$ cat config.mk
export PLATFORM = sky130hd
export DESIGN_NAME = uart_tx_arbiter
export DESIGN_NICKNAME = d
export VERILOG_FILES = /design/src/rtl/uart_tx_arbiter.sv
export SDC_FILE = /design/constraint.sdc
export NUM_CORES = 1
export LEC_CHECK = 0
export BUFFER_PORTS_ARGS = -buffer_cell sky130_fd_sc_hd__buf_4
export CORE_ASPECT_RATIO = 1.2
export CORE_MARGIN = 3
export CORE_UTILIZATION = 43
export CTS_BUF_LIST = sky130_fd_sc_hd__clkbuf_16
export CTS_CLUSTER_SIZE = 30
export DETAILED_ROUTE_END_ITERATION = 8
export PLACE_DENSITY = 0.78
export SYNTH_ARGS = -nofsm -noshare
export SYNTH_HDL_FRONTEND = slang
export SYNTH_SLANG_ARGS = --single-unit
$ cat constraint.sdc
create_clock -name CLK -period 1.8 [get_ports CLK]
set_clock_uncertainty 0.05 [all_clocks]
set_input_delay 0.09 -clock CLK [delete_from_list [all_inputs] [get_ports CLK]]
set_output_delay 0.09 -clock CLK [all_outputs]
set_load 0.1 [all_outputs]
$ cat src/rtl/uart_tx_arbiter.sv
// Round-robin arbiter and sequencer that shares one UART transmitter among
// NUM_REQ requesters, tracking the Tx busy flag through each frame.
module uart_tx_arbiter #(
  parameter  int NUM_REQ       = 4,
  parameter  int DATA_WIDTH    = 8,
  parameter  int START_TIMEOUT = 16,
  localparam int ID_W          = $clog2(NUM_REQ)
) (
  input  logic                          CLK,
  input  logic                          RST,
  input  logic [NUM_REQ-1:0]            req_valid,
  input  logic [NUM_REQ*DATA_WIDTH-1:0] req_data,
  input  logic [NUM_REQ-1:0]            req_par_en,
  input  logic [NUM_REQ-1:0]            req_par_type,
  output logic [NUM_REQ-1:0]            req_ready,
  input  logic                          tx_busy,
  output logic                          tx_data_valid,
  output logic [DATA_WIDTH-1:0]         tx_p_data,
  output logic                          tx_par_en,
  output logic                          tx_par_type,
  output logic [ID_W-1:0]               owner_id,
  output logic                          frame_done,
  output logic                          timeout_err,
  output logic                          arb_busy
);

  localparam int CNT_W = $clog2(START_TIMEOUT + 1);

  typedef enum logic [1:0] {
    S_IDLE,
    S_ISSUE,
    S_WAIT_BUSY,
    S_WAIT_DONE
  } state_e;

  state_e                state_q, state_d;
  logic [ID_W-1:0]       owner_q, owner_d;
  logic [ID_W-1:0]       last_q, last_d;
  logic [DATA_WIDTH-1:0] data_q, data_d;
  logic                  par_en_q, par_en_d;
  logic                  par_type_q, par_type_d;
  logic [CNT_W-1:0]      cnt_q, cnt_d;
  logic                  frame_done_q, frame_done_d;
  logic                  timeout_q, timeout_d;

  logic                  win_found;
  logic [ID_W-1:0]       win_idx;

  // Search upward from last_grant+1 with wrap, so the last owner is checked last.
  always_comb begin
    int unsigned cand;
    logic [ID_W-1:0] cand_id;
    win_found = 1'b0;
    win_idx   = '0;
    cand      = 0;
    cand_id   = '0;
    for (int unsigned i = 1; i <= NUM_REQ; i++) begin
      cand = 32'(last_q) + i;
      if (cand >= NUM_REQ) begin
        cand = cand - NUM_REQ;
      end
      cand_id = cand[ID_W-1:0];
      if (!win_found && req_valid[cand_id]) begin
        win_found = 1'b1;
        win_idx   = cand_id;
      end
    end
  end

  always_comb begin
    state_d      = state_q;
    owner_d      = owner_q;
    last_d       = last_q;
    data_d       = data_q;
    par_en_d     = par_en_q;
    par_type_d   = par_type_q;
    cnt_d        = cnt_q;
    frame_done_d = 1'b0;
    timeout_d    = 1'b0;
    unique case (state_q)
      S_IDLE: begin
        if (!tx_busy && win_found) begin
          state_d    = S_ISSUE;
          owner_d    = win_idx;
          last_d     = win_idx;
          data_d     = req_data[win_idx*DATA_WIDTH +: DATA_WIDTH];
          par_en_d   = req_par_en[win_idx];
          par_type_d = req_par_type[win_idx];
        end
      end
      S_ISSUE: begin
        cnt_d   = '0;
        state_d = S_WAIT_BUSY;
      end
      S_WAIT_BUSY: begin
        if (tx_busy) begin
          state_d = S_WAIT_DONE;
        end else begin
          // Compare the incremented value so the error lands START_TIMEOUT cycles after ISSUE.
          cnt_d = cnt_q + 1'b1;
          if (cnt_d == CNT_W'(START_TIMEOUT - 1)) begin
            timeout_d = 1'b1;
            state_d   = S_IDLE;
          end
        end
      end
      S_WAIT_DONE: begin
        if (!tx_busy) begin
          frame_done_d = 1'b1;
          state_d      = S_IDLE;
        end
      end
      default: state_d = S_IDLE;
    endcase
  end

  always_ff @(posedge CLK) begin
    if (RST) begin
      state_q      <= S_IDLE;
      owner_q      <= '0;
      last_q       <= ID_W'(NUM_REQ - 1);
      data_q       <= '0;
      par_en_q     <= 1'b0;
      par_type_q   <= 1'b0;
      cnt_q        <= '0;
      frame_done_q <= 1'b0;
      timeout_q    <= 1'b0;
    end else begin
      state_q      <= state_d;
      owner_q      <= owner_d;
      last_q       <= last_d;
      data_q       <= data_d;
      par_en_q     <= par_en_d;
      par_type_q   <= par_type_d;
      cnt_q        <= cnt_d;
      frame_done_q <= frame_done_d;
      timeout_q    <= timeout_d;
    end
  end

  always_comb begin
    req_ready = '0;
    if (state_q == S_ISSUE) begin
      req_ready[owner_q] = 1'b1;
    end
  end

  assign tx_data_valid = (state_q == S_ISSUE);
  assign tx_p_data     = data_q;
  assign tx_par_en     = par_en_q;
  assign tx_par_type   = par_type_q;
  assign owner_id      = owner_q;
  assign frame_done    = frame_done_q;
  assign timeout_err   = timeout_q;
  assign arb_busy      = (state_q != S_IDLE);

endmodule

## Yosys cells after proc, flatten, opt, wreduce, memory -nomap -nowiden

Index checks and enable logic that the tools add are counted.

- Add/sub/neg operators: 9
- Order comparisons: 11
- Equal/unequal tests: 8
- Shift operators: 1
- Multiplexer cells: 36
- Bitwise gates (word level): 2
- Reduce and logical (&&, ||, !) cells: 17

Operator list:

| kind | count |
|---|---|
| variable part select 32 x 6 -> 8 bit | 1 |
| 2-to-1 mux 2 bit | 12 |
| < comparator 2 x 3 -> 1 bit (second input constant) | 6 |
| 2-to-1 mux 1 bit | 13 |
| binary-select mux 1 bit (select 2 bit) | 6 |
| one-hot mux 5 bit (2 select lines) | 1 |
| >= comparator 3 bit (second input constant) | 3 |
| one-hot mux 2 bit (4 select lines) | 1 |
| subtractor 2 x 1 -> 2 bit (second input constant) | 4 |
| adder 2 x 2 -> 3 bit (second input constant) | 2 |
| inequality test 2 bit (second input constant) | 3 |
| adder 5 x 1 -> 5 bit (second input constant) | 1 |
| equality test 5 x 4 -> 1 bit (second input constant) | 1 |
| logical AND 1 bit | 5 |
| 2-to-1 mux 5 bit | 1 |
| adder 2 x 3 -> 4 bit (second input constant) | 1 |
| equality test 2 bit (second input constant) | 2 |
| >= comparator 4 x 3 -> 1 bit (second input constant) | 1 |
| zero test 1 bit | 4 |
| 2-to-1 mux 4 bit | 1 |
| AND reduction 2 bit | 2 |
| nonzero test 2 bit | 2 |
| adder 2 x 1 -> 3 bit (second input constant) | 1 |
| inequality test 3 bit (second input constant) | 1 |
| 8 further kinds | 9 |

- Register bits after elaboration: 23
- Logic and storage cells: 93

## Longest topological paths before layout

Gate-level depths: netlist of the first run.

- Depth after elaboration: 18
- Gate-level depth with buffers: 7
- Gate-level depth less buffers: 6

## Worst setup path before layout of the first run

Ideal clock, no wire load.

- Path type: flip-flop to output port
- From: register owner_q[0], in the netlist owner_id[0]
- To: output req_ready[0]
- Arrival: 3.712 ns
- Required time: 1.660 ns
- Path slack: -2.052 ns
- Stages on the path, launching flop included: 2
- Buffers on the path: 0
- Cells stage by stage: dfxtp_1 nor4_1

- Cells in the longest elaborated chain, start to end: 5

RTL lines:

| what | RTL line | RTL |
|---|---|---|
| start: declaration | 37 | `logic [ID_W-1:0] owner_q, owner_d;` |
| start signal: assignment | 130 | `owner_q <= owner_d;` |
| < comparator 2 x 3 -> 1 bit (not written as such) or >= comparator 2 x 1 -> 1 bit (tied branches) | 144 | `req_ready[owner_q] = 1'b1;` |
| logical AND 1 bit (not written as such) | 144 |  |
| 2-to-1 mux 1 bit (not written as such) | 144 |  |
| demux 1 bit (select 2 bit) * | 144 |  |
| 2-to-1 mux 4 bit * | 143 | `if (state_q == S_ISSUE) begin` |
| end: declaration | 15 | `output logic [NUM_REQ-1:0] req_ready,` |

Mark *: on every way between the ends. The rest lies on a longest branch, timed or not.

## Worst setup path in the final report of the first run

- From: register last_q[1]
- To: register data_q[6], in the netlist tx_p_data[6]

- Cells in the longest elaborated chain, start to end: 17

RTL lines:

| what | RTL line | RTL |
|---|---|---|
| start: declaration | 38 | `logic [ID_W-1:0] last_q, last_d;` |
| start signal: assignment | 121 | `last_q <= ID_W'(NUM_REQ - 1);` |
| start signal: assignment | 131 | `last_q <= last_d;` |
| parallel branches: the longest is 17 deep, another holds adder 2 x 1 -> 3 bit | - |  |
| end signal: assignment | 132 | `data_q <= data_d;` |
| end: declaration | 39 | `logic [DATA_WIDTH-1:0] data_q, data_d;` |

Several ways; the timed one is not identified. The select of a mux whose other input is x is not followed.
A chain may end at the register's enable or synchronous reset.

==> results.txt, run 1 <==
The run finished with clean final reports. In this run the power density over the cells is 834.6 nW/um2. The CTS H-tree depth was 1; the count of endpoints failing hold in the final timing report was 0.

The horizontal extent of the die is 60.92 um, and the diode insertion count for antenna repair is 0. For this run, global-route usage on met1 was measured as 26.44%. The required time reported for the critical path endpoint is 1880 ps, and the number of search-and-repair iterations in the first detailed-routing pass is 4. Detailed routing inserted a total of 1593 vias. The tools report the launch point of the worst hold path as tx_busy.

The total overflow left after global routing is 0. The final standard cell area without fillers was 2347 um2. CTS saw 23 sinks. Dividing the detail-routed wire length by the instance count gives 16.06 um. The worst-case reg-to-reg path depth was 6.

The clock reaches the later pin of the worst-skew pair after 260 ps. The post-route netlist has 46.31% of its cells at a drive strength greater than 1. The clock passes through at most 2 buffers. The die extent in y was 71.91 um; the count of port buffers added during placement was 66.

The tools report the capturing element type of the critical path as a register. The number of instances in the synthesized netlist is 171. The number of global-route vias before repair was 1535. Global routing used 34.84% of the available met2 tracks. At the worst endpoint, the arrival time is 1820 ps.

Counting tap cells, the placed design contains a total of 274 instances. For the number of pins with negative max-slew slack in the final report, the log shows 0. The synthesized design contains 0 enable-type register cells. For the total nets after synthesis, the log shows 220. Traced cell by cell, the critical path runs through inv_2, o31a_1, buf_4, a211o_1, o32ai_1, a2111oi_0. The synthesis-to-layout area growth is 50.80%, and the share of flip-flops with an asynchronous set or reset is 0%. The clock-pin slew on the worst setup and hold paths came out at 60 ps.

Summed over all cells, the static leakage comes to 1.025 nW. The top cell type by total area after synthesis is dfxtp_1. Timing would allow up to 576.8 MHz. In the post-synthesis netlist, the biggest area contributors are dfxtp_1 (30%), mux2i_1 (9.6%), nor3b_1 (6.3%). Together, buffers and inverters on the worst path number 2. The top cell types in the final layout, fill and taps aside, are buf_4 (75), dfxtp_1 (20), nor2_1 (18), mux2i_1 (14), nor3b_1 (13). The endpoint identified for the worst register-to-register timing path is tx_p_data[6]. The tools report the global-route wire length before repair as 7038 um. Row generation in the floorplan step produced 23 rows.

Across every metal layer, demand over resource in global routing totals 20.58%. Final cycle utilization of the critical path: 96.32%. Routability-driven placement finished with a final weighted congestion of 0.7437. Setup violations remaining at the end of the flow were counted as 0. The proportion of synthesized chip area in sequential cells was 29.58%.

The tools report the number of top-level pins as 67. After legalization and detailed placement, the total HPWL measured 3208 um. The cell with the biggest individual delay on the critical path is o31a_1.

In this design, the stage delay of the slowest critical-path cell is 400 ps. A synthesized cell averages 9.102 um2. The number of unique standard cell types used by synthesis came out at 52. The layer flagged by global routing as most heavily used is met2.

Counting flops and latches in the post-synthesis netlist gives 23. The logs give 0.0005855 V for the maximum VDD drop and 60 for the violation count after the first detailed-route iteration. Top cell family by delay on the critical path: compound AO/OA/AOI/OAI gates. Relative max-transition margin: 69.16%. Counting I/O delays and the setup requirement, the final critical path takes 1734 ps. Final hold analysis gives a worst-case slack of 46.91 ps. The tools report the endpoint of the worst hold path as frame_done. The tree is rooted in a clkbuf_16.

For this run, the number of Yosys warnings is 0. The predominant post-synthesis flop cell is dfxtp_1. For met3 alone, demand over resource in global routing was 3.025%. For the number of non-filler instances in the completed layout, the log shows 281. The net count of the finished layout is 294. The tools report the final routed DRC violation total as 0.

For the pin with the worst max-slew slack, the measured transition is 462.6 ps. The tools report the number of buffers created by CTS as 3. The kind of critical path is register to register. The run gives 2170 um2 as the placed cell area. The mapped netlist covers 1556 um2. Once detail routing completed, the nets flagged for antenna violations numbered 0. The slack of the worst reg-to-reg path was 70 ps; the largest fanout on the critical path was 6.

TritonCTS built the clock tree. Wires add up to 4512 um. Counting instances, the worst hold path has a depth of 2. The floorplan step defined a die boundary enclosing 4380 um2.

Most common library cell in the layout ignoring fill and taps: buf_4. The initial utilization of the core area, before any placement, comes to 45.84%. The run gives 3396 um2 as the placeable core region. The tool flagged a number of max-cap violations equal to 0. Vias per cell: 5.669. The number of antenna violations at the first check in global routing is 0, and the maximum number of pins on one net before global-route repair is 25. The min-delay analysis places its worst path in the category primary input to register.

The tools report the element type at the critical path start as a register. The launch instance of the worst register-to-register path is last_q[1]. Of the post-synthesis cell area, the dominant cell type holds 29.58%.
## logic make-up after synthesis
family | count (synthesis) | synth area share [%]
mux | 15 | 9.646
compound gates | 45 | 26.13
flops | 23 | 29.58
buf+inv | 16 | 5.868
xor+xnor | 2 | 1.126
fa+ha+maj | 2 | 1.607
simple gates | 68 | 26.05
## state kept, by name, summed over array words and instances (netlist names)
signal	flops
owner_id	2
state_q	2
last_q	2
timeout_err	1
tx_par_type	1
cnt_q	5
frame_done	1
tx_p_data	8
tx_par_en	1
## worst register-to-register path: stages (launching register included)
cell and delay, ps:
dfxtp_4 390, inv_2 70, o31a_1 400, buf_4 200, a211o_1 250, o32ai_1 140
a2111oi_0 110
## where the power goes
group / switching (mW) / internal (mW)
Clock: 0.182 / 0.297
Sequential: 0.0372 / 0.554
Combinational: 0.579 / 0.310
## final cells by class
type | instances | area [um2]
multi-input cells | 133 | 1120
fillers | 284 | 1049
repair buffers | 79 | 616.8
flip-flops and latches | 23 | 466.7
clock buffers | 3 | 75.07
well taps | 37 | 46.29
inverters | 5 | 18.77
clock inverters | 1 | 3.754
## cells in the mapped netlist, drive strengths merged, types with 2 or more instances
cell / number
a211o: 7
dfxtp: 23
nor3: 4
a2111oi: 6
o221ai: 4
inv: 5
nand2: 10
a2bb2oi: 3
buf: 6
nor4: 2
nand3b: 5
nand3: 2
nor3b: 13
a31oi: 2
ha: 2
nand4: 2
mux2i: 15
nor2: 23
a21oi: 7
o32ai: 6
clkbuf: 5
## worst max path at each step
stage	end	startpoint	slack [ps]	depth (start not counted)
final	tx_p_data[6]	last_q[1]	70	6
after global routing	tx_p_data[0]	last_q[1]	-30	5
after CTS	tx_par_en	last_q[1]	30	6
after detailed placement	tx_par_en	last_q[1]	-80	4
after global placement	tx_p_data[1]	last_q[1]	50	4
after floorplan	tx_p_data[2]	state_q[1]	-130	6
## metal layers
metal  part of all wire [%]  wire (um)
met2                     52       2353
met3                    5.4        244
met5                      0          0
met4                    1.6         72
met1                     41       1840
## through the flow
step	util, %	power (mW)	setup slack (ps)	TNS [ps]
floorplan	-	1.224	-131.8	-873.5
global placement	63.89	1.433	49.00	0
detailed placement	63.89	1.439	-82.73	-218.7
CTS	66.58	1.924	29.64	0
global route	69.12	2.034	-27.27	-27.27
finish	69.12	1.959	66.25	0
## timing repair
action                                 4_1_cts  5_1_grt
pin swaps                                    0        3
setup buffers                                0        2
gates resized for setup                      3       12
cloned                                       0        1
endpoints found under the hold margin        0        0
hold buffers                                 0        0
setup endpoints to repair                    6       13
(Power assumes the default switching activity.)
==> inputs of run 2 (changes only) <==
- PLACE_DENSITY: 0.78 -> not set
- PLACE_DENSITY_LB_ADDON: not set -> 0.1
==> run 2 against run 1 <==
The run now ends with negative setup slack left. Non-clock buffer count down 4. Setup slack lost 120 ps. Global-route usage rose by 0.65 points. Via count rose by 4.2%.
==> results.txt, run 2 (synthesis gave the netlist of run 1 again) <==
The maximum number of pins on one net before global-route repair was 25 (unchanged); the final critical delay including setup and external delays was 1858 ps (was 1734 ps). The logs give 23 (unchanged) for the number of clock sinks and 1 (unchanged) for the CTS H-tree depth. Aggregate global routing overflow: 0 (unchanged). The final cycle utilization of the critical path is 103.2% (was 96.32%).

The final standard cell area without fillers is 2341 um2 (was 2347 um2). The required time reported for the critical path endpoint is 1870 ps (was 1880 ps), and the routability congestion estimate from global placement is 0.7727 (was 0.7437). The share of final-layout standard cells stronger than drive strength 1 is 46.44% (was 46.31%). The cell chosen for the clock root is clkbuf_16 (unchanged).

The final-stage net count is 289 (was 294). The tools report the sum of routed wire length over all layers as 4728 um (was 4512 um). Maximum buffer depth of the clock tree: 2 (unchanged). For the placed cell area, the log shows 2167 um2 (was 2170 um2). The slack of the worst reg-to-reg path was -60 ps (was 70 ps).

For the number of global-route vias before repair, the log shows 1603 (was 1535). The synthesis-to-layout area growth was 50.40% (was 50.80%). The tools report the cell row count as 23 (unchanged).

The tools report the max-capacitance violation count as 0 (unchanged). The maximum achievable frequency is 538.1 MHz (was 576.8 MHz). Number of pins with negative max-slew slack in the final report: 0 (unchanged).

Capturing element type of the critical path: a register (unchanged). The logs give 67 (unchanged) for the number of top-level pins and 0 (unchanged) for the final routed DRC violation total. Flip-flop count of the largest register after layout: 8 (unchanged). Most frequent cells in the layout: buf_4 (68), nor2_1 (19), dfxtp_1 (19), mux2i_1 (15), nand2_1 (9) (was buf_4 (75), dfxtp_1 (20), nor2_1 (18), mux2i_1 (14), nor3b_1 (13)).

For the diode insertion count for antenna repair, the log shows 0 (unchanged). Cell with the biggest individual delay on the critical path: a2111oi_1 (was o31a_1). For the final setup violation count, the log shows 1 (was 0). Initial cell density of the core: 45.84% (unchanged). Count of endpoints failing hold in the final timing report: 0 (unchanged). Most common library cell in the layout ignoring fill and taps: buf_4 (unchanged).

The total track usage came out at 21.23% (was 20.58%). The number of filler cells placed in the layout is 281 (was 284), and the detailed-route wire length per cell is 17.13 um (was 16.06 um). The maximum VDD drop was 0.0004662 V (was 0.0005855 V); the insertion delay of the later-clocked pin in the worst-skew pair was 260 ps (about the same).

The standby leakage power is 1.024 nW (was 1.025 nW). The count of port buffers added during placement is 66 (unchanged). Setup repair after global routing could not meet its margin everywhere. The tools report the number of search-and-repair iterations in the first detailed-routing pass as 4 (unchanged). The checks that failed: negative setup slack.

The top cell family by delay on the critical path was compound AO/OA/AOI/OAI gates (unchanged). The die extent in y works out to 71.91 um (unchanged). For the final antenna-violating net count, the log shows 0 (unchanged). The transition time of the tightest slew-check pin was 450.9 ps (was 462.6 ps).

CP Cell Sequence: mux2i_1, o22ai_2, buf_12, nor3b_2, o32ai_1, a2111oi_1 (was inv_2, o31a_1, buf_4, a211o_1, o32ai_1, a2111oi_0). The run gives 69.87% (was 69.16%) as the relative max-transition margin. For the placeable core region, the log shows 3396 um2 (unchanged). The worst path buffer plus inverter count came out at 1 (was 2).

The run gives 1660 (was 1593) as the total vias in the final route. The delay of the slowest critical-path stage was 480 ps (was 400 ps). The kind of critical path is register to register (unchanged).

The global-route wire length before repair was 7141 um (was 7038 um). The area of the die was 4380 um2 (unchanged); the number of setup buffers added after CTS was 0 (unchanged). The run finished, with violations left.

The data arrival time at the worst-slack endpoint came out at 1920 ps (was 1820 ps). For the HPWL after detailed placement, the log shows 3473 um (was 3208 um). The horizontal extent of the die was 60.92 um (unchanged); the smallest setup slack after layout was -58.43 ps (was 66.25 ps). The post-route core utilization came out at 68.94% (was 69.12%). Quantity of hold-fixing buffers added after cts: 0 (unchanged).

The clock-pin slew on the worst setup and hold paths was 70 ps (was 60 ps). The violation count after the first detailed-route iteration is 96 (was 60). The area of combinational cells with multiple inputs is 1119 um2 (was 1120 um2), and the ratio of total power to cell area is 847.3 nW/um2 (was 834.6 nW/um2). The worst hold-check path type was primary input to register (unchanged). The number of buffers created by CTS was 3 (unchanged). The element type at the critical path start was a register (unchanged). The number of antenna violations at the first check in global routing came out at 0 (unchanged).

TritonCTS built the clock tree. The post-placement setup slack came out at -86.33 ps (was -82.73 ps). The largest fanout on the critical path works out to 15 (was 6).

Vias per cell: 6.014 (was 5.669). The tools report the sequential cell area in the final layout as 467.9 um2 (was 466.7 um2).
## run 2: cell count changes in the layout (fill, tap and decap cells not counted), moves of 2 or more
cell,change
o32ai_2,-3
a2111oi_1,+3
o32ai_1,+3
nor3b_1,-7
buf_6,+2
a2111oi_2,-2
buf_4,-7
nor3b_2,+6
## run 2: where the power goes
group / internal (mW) / switching [mW]
sequential: 0.554 / 0.0354
combinational: 0.310 / 0.577
clock: 0.302 / 0.205
total: 1.17 / 0.817
## run 2: path summary, 6_finish.rpt
check / from / end / depth (start not counted)
worst max-delay path: last_q[1] / tx_p_data[6] / 6
worst max register to register: last_q[1] / tx_p_data[6] / 6
worst min-delay path: tx_busy / frame_done / 2
worst min register to register: tx_p_data[7] / tx_p_data[7] / 2
## run 2: metrics by stage
| step | setup TNS, ps | power, mW | hold WS, ps | instances |
|---|---|---|---|---|
| after floorplan | -873.5 | 1.224 | 116.8 | 171 |
| after global placement | 0 | 1.425 | 316.2 | 272 |
| after detailed placement | -86.33 | 1.450 | 320.3 | 272 |
| after CTS | 0 | 1.955 | 44.19 | 276 |
| after global routing | -159.2 | 2.069 | 50.60 | 276 |
| final | -58.43 | 1.984 | 61.74 | 276 |
## run 2: final cells by class
cell class	instances	area share, %
clock buffer	3	3.207
timing repair buffer	75	25.92
sequential	23	19.99
clock inverter	1	0.3207
inverter	5	0.8017
multi-input combinational	132	47.78
tap	37	1.978
## run 2: routing by layer
layer	vias up	track usage [%]	part of all wire (%)
li1	797	-	-
met1	775	24.58	40
met2	74	35.32	50
met3	14	4.804	7.1
met4	0	11.57	2.7
met5	-	0	0
## run 2: repair_timing
item | CTS | global route
setup endpoints to repair | 2 | 13
resized for setup | 2 | 20
pin swaps | 0 | 5
## run 2: worst reg2reg max path, stage by stage, from the launching register on
cell and delay [ps]:
dfxtp_4 380, mux2i_1 230, o22ai_2 110, buf_12 170, nor3b_2 190, o32ai_1 110, a2111oi_1 480
==> inputs of run 3 (changes only) <==
--- a/constraint.sdc
+++ b/constraint.sdc
@@ -3,3 +3,3 @@
 set_input_delay 0.09 -clock CLK [delete_from_list [all_inputs] [get_ports CLK]]
 set_output_delay 0.09 -clock CLK [all_outputs]
-set_load 0.1 [all_outputs]
+set_load 0.02 [all_outputs]
==> run 3 against run 2 <==
The flow now finishes without violations. Clock-buffer cell count stayed put. Non-clock buffer count is 5 higher. Critical path type unchanged. Sequential power hardly changed. Largest cell class unchanged. Largest power group unchanged. Critical endpoint is now tx_p_data[1].
==> results.txt, run 3 (synthesis gave the netlist of run 1 again) <==
The flow ran to the end, and the final reports show no timing, DRC or antenna violations. The number of search-and-repair iterations in the first detailed-routing pass came out at 4 (unchanged). For the data arrival time at the worst-slack endpoint, the log shows 1830 ps (was 1920 ps).

Number of clock sinks: 23 (unchanged). The diode insertion count for antenna repair is 0 (unchanged), and the placeable core region is 3396 um2 (unchanged). The worst hold-check path type was primary input to register (unchanged). Cell with the biggest individual delay on the critical path: a211o_2 (was a2111oi_1). The share of final-layout standard cells stronger than drive strength 1 came out at 44.26% (was 46.44%).

The ratio of total power to cell area came out at 739.8 nW/um2 (was 847.3 nW/um2). The top cell family by delay on the critical path is compound AO/OA/AOI/OAI gates (unchanged). The number of global-route vias before repair is 1546 (was 1603), and the clock-pin slew on the worst setup and hold paths is 60 ps (was 70 ps). Transition time of the tightest slew-check pin: 377.0 ps (was 450.9 ps).

The maximum number of pins on one net before global-route repair is 25 (unchanged). The kind of critical path is register to register (unchanged). The logs give 0 (unchanged) for the aggregate global routing overflow and 1.044 nW (was 1.024 nW) for the standby leakage power. The tools report the maximum VDD drop as 0.0003629 V (was 0.0004662 V). The initial cell density of the core is 45.84% (unchanged). The tools report the quantity of hold-fixing buffers added after cts as 0 (unchanged). The largest fanout on the critical path was 9 (was 15). The tools report the maximum achievable frequency as 571.3 MHz (was 538.1 MHz). The element type at the critical path start is a register (unchanged). The post-route core utilization is 68.61% (was 68.94%), and the violation count after the first detailed-route iteration is 67 (was 96).

The flip-flop count of the largest register after layout came out at 8 (unchanged). The number of filler cells placed in the layout was 269 (was 281). The number of non-filler instances in the completed layout was 281 (was 276). TritonCTS built the clock tree.

The run gives 0 (was 1) as the final setup violation count. The tools report the number of pins with negative max-slew slack in the final report as 0 (unchanged). The vias per cell was 5.865 (was 6.014); the count of port buffers added during placement was 66 (unchanged). The detailed-route wire length per cell was 16.29 um (was 17.13 um). The number of antenna violations at the first check in global routing is 0 (unchanged), and the total track usage is 19.72% (was 21.23%).

The final antenna-violating net count was 0 (unchanged); the final routed DRC violation total was 0 (unchanged). Most frequent cells in the layout: buf_4 (75), nor2_1 (21), dfxtp_1 (21), mux2i_1 (14), nor3b_1 (9) (was buf_4 (68), nor2_1 (19), dfxtp_1 (19), mux2i_1 (15), nand2_1 (9)). The horizontal extent of the die works out to 60.92 um (unchanged).

The insertion delay of the later-clocked pin in the worst-skew pair was 250 ps (was 260 ps); the delay of the slowest critical-path stage was 420 ps (was 480 ps). The number of buffers created by CTS came out at 3 (unchanged). The worst path buffer plus inverter count is 0 (was 1), and the final critical delay including setup and external delays is 1750 ps (was 1858 ps). The logs give 3382 um (was 3473 um) for the HPWL after detailed placement and 1880 ps (was 1870 ps) for the required time reported for the critical path endpoint. For the routability congestion estimate from global placement, the log shows 0.8352 (was 0.7727). The CTS H-tree depth is 1 (unchanged), and the count of endpoints failing hold in the final timing report is 0 (unchanged).

The cell count after placement came out at 270 (was 272). CP Cell Sequence: or2_4, a211o_2, a211o_1, o32ai_1, a2111oi_1 (was mux2i_1, o22ai_2, buf_12, nor3b_2, o32ai_1, a2111oi_1). The maximum buffer depth of the clock tree is 2 (unchanged), and the global-route wire length before repair is 6748 um (was 7141 um). The final-stage net count came out at 294 (was 289).

The final cycle utilization of the critical path was 97.24% (was 103.2%). The logs give 4380 um2 (unchanged) for the area of the die and 1648 (was 1660) for the total vias in the final route. The logs give 74.70% (was 69.87%) for the relative max-transition margin and 0 (unchanged) for the max-capacitance violation count. Cell row count: 23 (unchanged).

The die extent in y works out to 71.91 um (unchanged). The synthesis-to-layout area growth came out at 49.68% (was 50.40%). The cell chosen for the clock root is clkbuf_16 (unchanged). The tools report the number of top-level pins as 67 (unchanged). The capturing element type of the critical path is a register (unchanged). The sum of routed wire length over all layers came out at 4577 um (was 4728 um).

Most common library cell in the layout ignoring fill and taps: buf_4 (unchanged).
[run 3: cell types whose count changed in the layout (fill, tap and decap cells not counted), moves of 2 or more]
cell | before | now
buf_4 | 68 | 75
dfxtp_2 | 3 | 1
buf_6 | 5 | 2
nor3b_1 | 6 | 9
dfxtp_1 | 19 | 21
nor3b_2 | 6 | 4
nor2_4 | 2 | 0
nor2_1 | 19 | 21
[run 3: path summary, 6_finish.rpt]
check	from	slack [ps]	cells after the start	to
max	state_q[1]	50	5	tx_p_data[1]
min	tx_busy	50	2	frame_done
max reg2reg	state_q[1]	50	5	tx_p_data[1]
min reg2reg	tx_p_data[5]	450	2	tx_p_data[5]
[run 3: layout make-up]
| type | instances | area (um2) | area share (%) |
|---|---|---|---|
| inverters | 5 | 18.77 | 0.8056 |
| clock buffers | 3 | 75.07 | 3.222 |
| well taps | 37 | 46.29 | 1.987 |
| clock inverters | 1 | 5.005 | 0.2148 |
| multi-input cells | 132 | 1074 | 46.08 |
| repair buffers | 80 | 645.6 | 27.71 |
| flip-flops and latches | 23 | 465.4 | 19.98 |
[run 3: worst reg2reg max path, cell delays in order, from the launching register on]
cell and delay [ps]:
dfxtp_1 320, or2_4 280, a211o_2 420, a211o_1 300, o32ai_1 170, a2111oi_1 90
[run 3: routing by layer]
layer / wire, um / share of wire [%] / global-route usage, %
met1: 1794 / 39 / 23.25
met2: 2447 / 53 / 36.50
met3: 318 / 6.9 / 2.669
met4: 17 / 0.37 / 4.819
met5: 0 / 0 / 0
[run 3: report_power, final]
part	switching, mW	leakage, nW	total (mW)	internal, mW
sequential	0.0363	0.188	0.590	0.553
clock	0.187	0.0409	0.485	0.299
combinational	0.326	0.815	0.648	0.323
total	0.548	1.04	1.72	1.18
[run 3: what timing repair did]
item,in CTS,in global routing
hold endpoints to repair,0,0
gates resized for setup,4,16
pin swaps,0,5
endpoints found under the setup margin,6,7
buffers inserted,0,7
[run 3: metrics by stage]
stage | hold slack [ps] | instance area, um2 | setup slack (ps) | power, mW | TNS (ps)
after floorplan | 116.8 | 1570 | -10.86 | 0.9611 | -10.86
after global placement | 321.6 | 2111 | 29.62 | 1.157 | 0
after detailed placement | 323.6 | 2111 | -64.33 | 1.177 | -276.0
after CTS | 49.31 | 2205 | 20.90 | 1.666 | 0
after global routing | 63.96 | 2330 | -12.91 | 1.795 | -33.53
final | 50.50 | 2330 | 49.71 | 1.724 | 0
